[config.mk]
export PLATFORM = sky130hd
export DESIGN_NAME = dct_coeff_quantizer
export DESIGN_NICKNAME = d
export VERILOG_FILES = /design/src/rtl/dct_coeff_quantizer.sv
export SDC_FILE = /design/constraint.sdc
export NUM_CORES = 1
export LEC_CHECK = 0
export CAP_MARGIN = 10
export CORE_ASPECT_RATIO = 2
export CORE_UTILIZATION = 55
export CTS_BUF_LIST = sky130_fd_sc_hd__clkbuf_2 sky130_fd_sc_hd__clkbuf_4 sky130_fd_sc_hd__clkbuf_8
export CTS_CLUSTER_SIZE = 24
export DETAILED_ROUTE_END_ITERATION = 6
export PLACE_DENSITY = 0.87
export SYNTH_ARGS = -nofsm -noshare
export SYNTH_HDL_FRONTEND = slang
export SYNTH_SLANG_ARGS = --single-unit
[constraint.sdc]
create_clock -name clock -period 13.9 [get_ports clock]
set_input_delay 2.78 -clock clock [delete_from_list [all_inputs] [get_ports clock]]
set_output_delay 2.78 -clock clock [all_outputs]
set_load 0.02 [all_outputs]
[src/rtl/dct_coeff_quantizer.sv]
`default_nettype none
// ============================================================================
// Module      : dct_coeff_quantizer
// Description : Reads the 8 DCT coefficients back from the result EBR.
//               Scales each one by a per-index reciprocal, then rounds or
//               truncates and saturates the result to a signed byte.
//               The bytes are streamed out over a valid/ready port.
//               Optional macro DCT_QUANT_ROUND_EN selects round-half-up
//               instead of arithmetic-shift truncation.
// Revision    : 1.0 - initial release
// ============================================================================
module dct_coeff_quantizer #(
    parameter int COEF_WIDTH  = 16,
    parameter int RECIP_WIDTH = 16,
    parameter int SHIFT       = 16,
    parameter int OUT_WIDTH   = 8
) (
    input  logic                     clock,
    input  logic                     reset,
    input  logic                     start,
    output logic                     busy,
    output logic                     done,
    output logic [2:0]               coef_addr,
    output logic                     coef_clk,
    input  logic [COEF_WIDTH-1:0]    coef_data,
    input  logic [8*RECIP_WIDTH-1:0] quant_recip,
    output logic [OUT_WIDTH-1:0]     q_data,
    output logic [2:0]               q_index,
    output logic                     q_valid,
    input  logic                     q_ready
);

    localparam int c_prod_w = COEF_WIDTH + RECIP_WIDTH + 1;
    localparam int c_sum_w  = c_prod_w + 1;

    localparam logic [2:0] c_st_idle    = 3'd0;
    localparam logic [2:0] c_st_fetch   = 3'd1;
    localparam logic [2:0] c_st_capture = 3'd2;
    localparam logic [2:0] c_st_round   = 3'd3;
    localparam logic [2:0] c_st_emit    = 3'd4;
    localparam logic [2:0] c_st_done    = 3'd5;

`ifdef DCT_QUANT_ROUND_EN
    localparam logic signed [c_sum_w-1:0] c_rnd = {{(c_sum_w-1){1'b0}}, 1'b1} << (SHIFT-1);
`else
    localparam logic signed [c_sum_w-1:0] c_rnd = '0;
`endif

    localparam logic signed [c_sum_w-1:0] c_sat_max = c_sum_w'((2**(OUT_WIDTH-1)) - 1);
    localparam logic signed [c_sum_w-1:0] c_sat_min = -c_sat_max - c_sum_w'(1);

    logic [2:0]                   r_state;
    logic [2:0]                   w_state_nxt;
    logic [2:0]                   r_idx;
    logic signed [c_prod_w-1:0]   r_prod;
    logic signed [c_prod_w-1:0]   w_prod;
    logic signed [c_sum_w-1:0]    w_sum;
    logic signed [c_sum_w-1:0]    w_shift;
    logic [OUT_WIDTH-1:0]         w_sat;
    logic                         w_handshake;
    logic [RECIP_WIDTH-1:0]       w_recip [8];

    generate
        for (genvar gi = 0; gi < 8; gi++) begin : g_recip
            assign w_recip[gi] = quant_recip[gi*RECIP_WIDTH +: RECIP_WIDTH];
        end
    endgenerate

    assign coef_clk    = clock;
    assign busy        = (r_state != c_st_idle) && (r_state != c_st_done);
    assign done        = (r_state == c_st_done);
    assign w_handshake = q_valid && q_ready;

    // Reciprocal is unsigned: zero-extend it before the signed multiply.
    assign w_prod  = c_prod_w'($signed(coef_data)) * c_prod_w'($signed({1'b0, w_recip[r_idx]}));
    assign w_sum   = c_sum_w'(r_prod) + c_rnd;
    assign w_shift = w_sum >>> SHIFT;

    always_comb begin
        w_sat = w_shift[OUT_WIDTH-1:0];
        if (w_shift > c_sat_max) begin
            w_sat = c_sat_max[OUT_WIDTH-1:0];
        end else if (w_shift < c_sat_min) begin
            w_sat = c_sat_min[OUT_WIDTH-1:0];
        end
    end

    always_ff @(posedge clock or posedge reset) begin
        if (reset) begin
            r_state <= c_st_idle;
        end else begin
            r_state <= w_state_nxt;
        end
    end

    always_comb begin
        w_state_nxt = r_state;
        case (r_state)
            c_st_idle:    if (start) w_state_nxt = c_st_fetch;
            c_st_fetch:   w_state_nxt = c_st_capture;
            c_st_capture: w_state_nxt = c_st_round;
            c_st_round:   w_state_nxt = c_st_emit;
            c_st_emit: begin
                if (w_handshake) begin
                    w_state_nxt = (r_idx == 3'd7) ? c_st_done : c_st_fetch;
                end
            end
            c_st_done:    w_state_nxt = c_st_idle;
            default:      w_state_nxt = c_st_idle;
        endcase
    end

    always_ff @(posedge clock or posedge reset) begin
        if (reset) begin
            r_idx     <= '0;
            r_prod    <= '0;
            coef_addr <= '0;
            q_data    <= '0;
            q_index   <= '0;
            q_valid   <= 1'b0;
        end else begin
            case (r_state)
                c_st_idle: begin
                    if (start) begin
                        r_idx     <= '0;
                        coef_addr <= '0;
                    end
                end
                c_st_capture: r_prod <= w_prod;
                c_st_round: begin
                    q_data  <= w_sat;
                    q_index <= r_idx;
                    q_valid <= 1'b1;
                end
                c_st_emit: begin
                    // coef_addr only moves on a handshake, so a stall issues no new read.
                    if (w_handshake) begin
                        q_valid <= 1'b0;
                        if (r_idx != 3'd7) begin
                            r_idx     <= r_idx + 3'd1;
                            coef_addr <= r_idx + 3'd1;
                        end
                    end
                end
                default: ;
            endcase
        end
    end

endmodule
`default_nettype wire

==> run_results.csv, run 1 <==
group,metric,value,unit
detailed_routing,antenna_left,0,
floorplan,fp.dieW,101,microns
synthesis,synthAdderAreaFrac,0.502,
worst_setup_path,cp-end-kind,"output pin",
global_routing,grt_pass1_vias,10300,
clock_tree,clkLatencyLatePin,0.39,ns
floorplan,die_area,0.0201,sq mm
hold_path,hold_depth,2,
placed_design,io_buffers,165,
timing,max-slew-margin-rel,0.254,
placed_design,place_area,0.0125,sq mm
placed_design,dpl.hpwl,26.6,mm
worst_setup_path,crit_type,"clock port to output pin",
synthesis,yosysSeqAreaShare,0.0818,
synthesis,synth_top_area_cell,"fa_1",
synthesis,ys_seq_elements,35,
detailed_routing,drt_iter0_markers,540,
detailed_routing,vias,8932,
hold_path,hold_start,"q_data[5]$_DFFE_PP0P_",
synthesis,synth_compound_area_frac,0.0457,
worst_setup_path,critPathBufInv,3,
global_routing,grt_use_met1,0.356,
detailed_routing,wl,31.6,mm
timing,finClkSkew,0.00990,ns
timing,tns,0,ns
synthesis,synthTopCellsByArea,"fa_1, ha_1, dfrtp_1, inv_1, nand2_1",
synthesis,muxShareOfSynthArea,0.0758,
detailed_routing,routedWlPerCell,20.2,microns
final_layout,fillers,1454,
clock_tree,clk_transition_reported_paths,0.07,ns
clock_tree,tritoncts,"built",
synthesis,syn_inst,1174,
floorplan,rows,71,
worst_setup_path,cp_cell_sequence,"clkbuf_8 > clkbuf_8 > clkdlybuf4s50_1",
final_layout,final_area,0.0127,sq mm
worst_setup_path,worst-endpoint-arrival,7.71,ns
placed_design,gp_congestion,0.978,
final_layout,syn2layout_area_growth,18.5,%
synthesis,dominantRegCellSynth,"dfrtp_1",
synthesis,syn_area,0.0107,sq mm
hold_path,hp-class,"flip-flop to flip-flop",
worst_setup_path,r2r-start,"r_idx[2]$_DFFE_PP0P_",
clock_tree,post_cts_resized,0,
floorplan,ios,166,
timing,setup_violations,0,
global_routing,grt_start_max_net_pins,38,
synthesis,synth-async-reset-ratio,1.00,
global_routing,antenna_found_initial,5,
worst_setup_path,cp_common_cell,"clkbuf_8",
worst_setup_path,worst_path_max_delay_cell,"clkdlybuf4s50_1",
worst_setup_path,cp-start-kind,"clock port",
worst_setup_path,r2r_slack,5.76,ns
global_routing,grt_pass1_wl,51.6,mm
synthesis,synth-simple-area-share,0.180,
floorplan,die_h,199,microns
detailed_routing,route.detailed.drc,0,
global_routing,grt_usage,0.348,
synthesis,synth_top_area_frac,0.361,
clock_tree,cts_setup_buffers,0,
synthesis,synth_warnings,0,
synthesis,post_synth_num_cell_types,50,
timing,rsz0062_at_grt,"no",
worst_setup_path,cp.required,11.12,ns
synthesis,synth_edf_count,0,
worst_setup_path,cpPeakStageDelay,0.53,ns
worst_setup_path,reg2reg_to,"r_prod[24]$_DFFE_PP0P_",
synthesis,synth_top_family_by_area,"adder cells",
global_routing,grt_use_met3,0.0630,
timing,hold_violations,0,
worst_setup_path,crit_fanout,2,
timing,drv_slew,0,
clock_tree,postCtsHoldBufs,0,
worst_setup_path,crit_family,"buffers and inverters",
synthesis,synth_nets,1636,
final_layout,fin_nets,1767,
global_routing,globalRouteMet2Util,0.625,
synthesis,avgSynthCellArea,9.13,sq um
global_routing,grt-busiest-layer,"met2",
run,drv_cap,0,
final_layout,final_layout_size_suffix_gt1_frac,0.0505,
status,status,"finished clean",
floorplan,start_util,0.566,
detailed_routing,viasPerCell,5.71,
detailed_routing,drtPass1Iterations,6,
worst_setup_path,rr_worst_depth,24,
synthesis,synth-xor-area-share,0.0131,
floorplan,core_area,0.0189,sq mm
hold_path,holdPathEnd,"q_data[5]$_DFFE_PP0P_",
timing,worstMarginPinSlew,1.12,ns
global_routing,grt-ovfl-total,0,
## cell usage after synthesis, drive strengths merged, types with 2 or more instances
master and number:
nand2 209, mux2i 2, mux2 6, buf 7, nand2b 11, nand4 4
and2 99, inv 234, nor2 35, o31ai 4, xor2 5, a21boi 2
nor2b 22, o211ai 2, a21oi 20, o41ai 3, a31oi 2, a21o 8
o21ai 30, dfrtp 35, ha 121, nand3 15, xnor2 11, a211oi 2
mux4 32, clkbuf 43, fa 193, nor3 5, nor3b 3
## routing by layer
| layer | share of wire | vias up | wire, microns |
|---|---|---|---|
| li1 | - | 3882 | - |
| met1 | 0.32 | 4476 | 10100 |
| met2 | 0.54 | 407 | 16900 |
| met3 | 0.072 | 161 | 2270 |
| met4 | 0.072 | 6 | 2270 |
| met5 | 0.0013 | - | 42 |
## layout by cell type (no fill, tap or decap), drive strengths merged, types with 11 or more instances in the layout
| cell | n |
|---|---|
| nand2b | 11 |
| a21oi | 20 |
| fa | 193 |
| and2 | 99 |
| nor2b | 22 |
| nor2 | 35 |
| inv | 234 |
| mux4 | 32 |
| nand2 | 209 |
| xnor2 | 11 |
| ha | 121 |
| dfrtp | 35 |
| nand3 | 15 |
| o21ai | 30 |
| clkdlybuf4s50 | 165 |
## kinds of logic after synthesis
family / count (synthesis)
AND/OR/NAND/NOR: 406
adder cells (fa/ha/maj): 314
buffers and inverters: 285
AO/OA/AOI/OAI: 78
multiplexers: 40
flip-flops: 35
XOR/XNOR: 16
## per-stage QoR
step	setup WS (ns)	cells	utilization	hold WS (ns)
2_1_floorplan	4.04	1174	-	0.451
3_5_place_dp	3.66	1550	0.662	0.473
6_report	3.41	1563	0.671	0.500
5_1_grt	3.40	1561	0.670	0.528
4_1_cts	3.41	1561	0.670	0.504
3_3_place_gp	3.66	1550	0.662	0.467
## flip-flops by register name, indices dropped and copies added, names as in the netlist
signal and flops:
q_data 8, q_index 3, q_valid 1, r_idx 3
r_prod 17, r_state 3
## how the worst max path moves through the flow
stage | startpoint | endpoint | slack, ns | cells past startpoint
2_1_floorplan | clock | coef_clk | 4.04 | 1
3_3_place_gp | clock | coef_clk | 3.66 | 1
3_5_place_dp | clock | coef_clk | 3.66 | 1
4_1_cts | clock | coef_clk | 3.41 | 3
5_1_grt | clock | coef_clk | 3.40 | 3
6_report | clock | coef_clk | 3.41 | 3
## layout make-up
type                    instances  area [sq um]  share of cell area
diodes                          2          5.00            0.000394
clock buffers                  10           134              0.0105
clock inverters                 2          35.0             0.00276
inverters                     235           882              0.0695
multi-input cells             854          8750               0.690
flip-flops and latches         35           877              0.0691
well taps                     255           319              0.0251
repair buffers                170          1690               0.133
## tightest hold or removal path, stage by stage (launching register included)
cell and delay [ns]:
dfrtp_1 0.35, nand2_1 0.05, o21ai_0 0.07
Power of run 1 is left out: the tool's default activity adds up to more than one toggle a clock period on the data nets, which glitch-free logic cannot reach.
==> run 2: changes to the inputs <==
CORE_UTILIZATION = 52   (was 55)
clock period = 9.6 ns   (was 13.9 ns; I/O delays follow)
==> run 2 against run 1 <==
Compared with the run above:
- clock skew is 0.0016 ns lower
- cell area is 0.76% higher
- count of clock-buffer cells in the layout is 1 lower
- final cell count is 1.2% higher
- sequential cell count stayed put
- worst hold slack better by 0.0028 ns
- die area is 5.7% higher
- register-to-register slack worse by 4.4 ns
- critical endpoint is now r_prod[29]$_DFFE_PP0P_
- worst setup slack worse by 2.8 ns
==> run_results.csv, run 2 (synthesis results as in run 1) <==
group,metric,value,unit
worst_setup_path,cp.required,9.84,ns
timing,setup_violations,0,
final_layout,final_cell_mix,"inv_1, nand2_1, fa_1",
final_layout,syn2layout_area_growth,19.4,%
timing,hold_violations,0,
placed_design,place_area,0.0126,sq mm
detailed_routing,wl,31.8,mm
detailed_routing,viasPerCell,5.71,
placed_design,dpl.hpwl,26.9,mm
detailed_routing,route.detailed.drc,0,
timing,finClkSkew,0.00831,ns
final_layout,fillers,1532,
worst_setup_path,cp-start-kind,"input pin",
timing,max-slew-margin-rel,0.188,
placed_design,gp_congestion,0.982,
run,drv_cap,0,
floorplan,rows,73,
final_layout,biggestRegsByFlops,"r_prod: 17 flops, q_data: 8 flops",
clock_tree,clk_transition_reported_paths,0.08,ns
global_routing,grt_pass1_wl,51.7,mm
timing,drv_slew,0,
worst_setup_path,worst-endpoint-arrival,9.27,ns
worst_setup_path,crit_fanout,16,
detailed_routing,routedWlPerCell,20.1,microns
final_layout,postLayoutCoreUtil,0.639,
clock_tree,post_cts_resized,0,
timing,tns,0,ns
final_layout,final_common_cell,"inv_1",
final_layout,largest_register_ff_count,17,
status,status,"finished clean",
floorplan,die_area,0.0212,sq mm
global_routing,grt_usage,0.333,
timing,rsz0062_at_grt,"no",
final_layout,fin_cells,1581,
clock_tree,tritoncts,"built",
timing,max_freq,111,MHz
global_routing,grt-ovfl-total,0,
floorplan,ios,166,
placed_design,io_buffers,165,
timing,finalCritPeriodShare,0.940,
placed_design,dp_cells,1570,
global_routing,grt_pass1_vias,10300,
clock_tree,postCtsHoldBufs,0,
clock_tree,cts_setup_buffers,0,
detailed_routing,vias,9029,
final_layout,antenna_cells,0,
timing,finalCriticalPeriod,9.03,ns
global_routing,grt_start_max_net_pins,38,
floorplan,core_area,0.0200,sq mm
clock_tree,clkLatencyLatePin,0.41,ns
timing,worstMarginPinSlew,1.22,ns
final_layout,fin_nets,1780,
global_routing,antenna_found_initial,3,
worst_setup_path,crit_type,"input pin to flip-flop",
floorplan,start_util,0.536,
detailed_routing,drt_iter0_markers,542,
worst_setup_path,cp-end-kind,"flip-flop",
detailed_routing,drtPass1Iterations,7,
final_layout,final_area,0.0128,sq mm
detailed_routing,antenna_left,0,
hold_path,hp-class,"flip-flop to flip-flop",
floorplan,die_h,205,microns
floorplan,fp.dieW,103,microns
final_layout,final_layout_size_suffix_gt1_frac,0.0599,
final_layout,top_register,"r_prod",
-- run 2: cell type report --
cell class	count	area, sq um	share of cell area
Timing Repair Buffer	183	1780	0.140
Inverter	235	882	0.0690
Clock inverter	3	43.8	0.00342
Tap cell	262	328	0.0256
Sequential cell	35	877	0.0686
Multi-Input combinational cell	854	8750	0.684
Clock buffer	9	120	0.00939
-- run 2: through the flow --
stage	hold WS, ns	setup WS (ns)
after floorplan	0.451	1.57
after global placement	0.466	0.348
after detailed placement	0.479	0.252
after CTS	0.496	0.666
after global routing	0.534	0.240
final	0.503	0.574
-- run 2: worst paths after layout --
path / startpoint / endpoint / slack (ns) / cells after the start
max in group asynchronous: reset / r_idx[0]$_DFFE_PP0P_ / 7.38 / 3
worst min register to register: q_index[2]$_DFFE_PP0P_ / q_index[2]$_DFFE_PP0P_ / 0.50 / 2
min in group asynchronous: reset / q_index[0]$_DFFE_PP0P_ / 1.89 / 3
worst max-delay path: quant_recip[7] / r_prod[29]$_DFFE_PP0P_ / 0.57 / 25
worst max register to register: r_idx[1]$_DFFE_PP0P_ / r_prod[29]$_DFFE_PP0P_ / 1.35 / 25
worst min-delay path: q_index[2]$_DFFE_PP0P_ / q_index[2]$_DFFE_PP0P_ / 0.50 / 2
-- run 2: worst max-delay path, stage by stage --
cell and delay, ns:
clkdlybuf4s50_1 0.47, mux4_2 0.48, nand2_1 0.10, nand2_1 0.40, and2_1 0.36, fa_1 0.52
inv_1 0.05, fa_1 0.43, fa_1 0.55, inv_1 0.05, fa_1 0.44, fa_1 0.51
inv_1 0.05, fa_1 0.47, inv_1 0.04, ha_1 0.31, a21oi_1 0.14, o21ai_0 0.13
o41ai_1 0.63, o41ai_2 0.30, nand3_2 0.18, nand2_1 0.10, a21o_1 0.25, a211oi_1 0.27
o41ai_1 0.11
-- run 2: layer usage --
layer  GRT usage  part of all wire  vias up
li1            -                 -     3903
met1       0.349              0.32     4491
met2       0.585              0.53      435
met3      0.0532             0.061      194
met4       0.240             0.088        6
met5           0            0.0013        -
Power of run 2 is left out for the same reason.
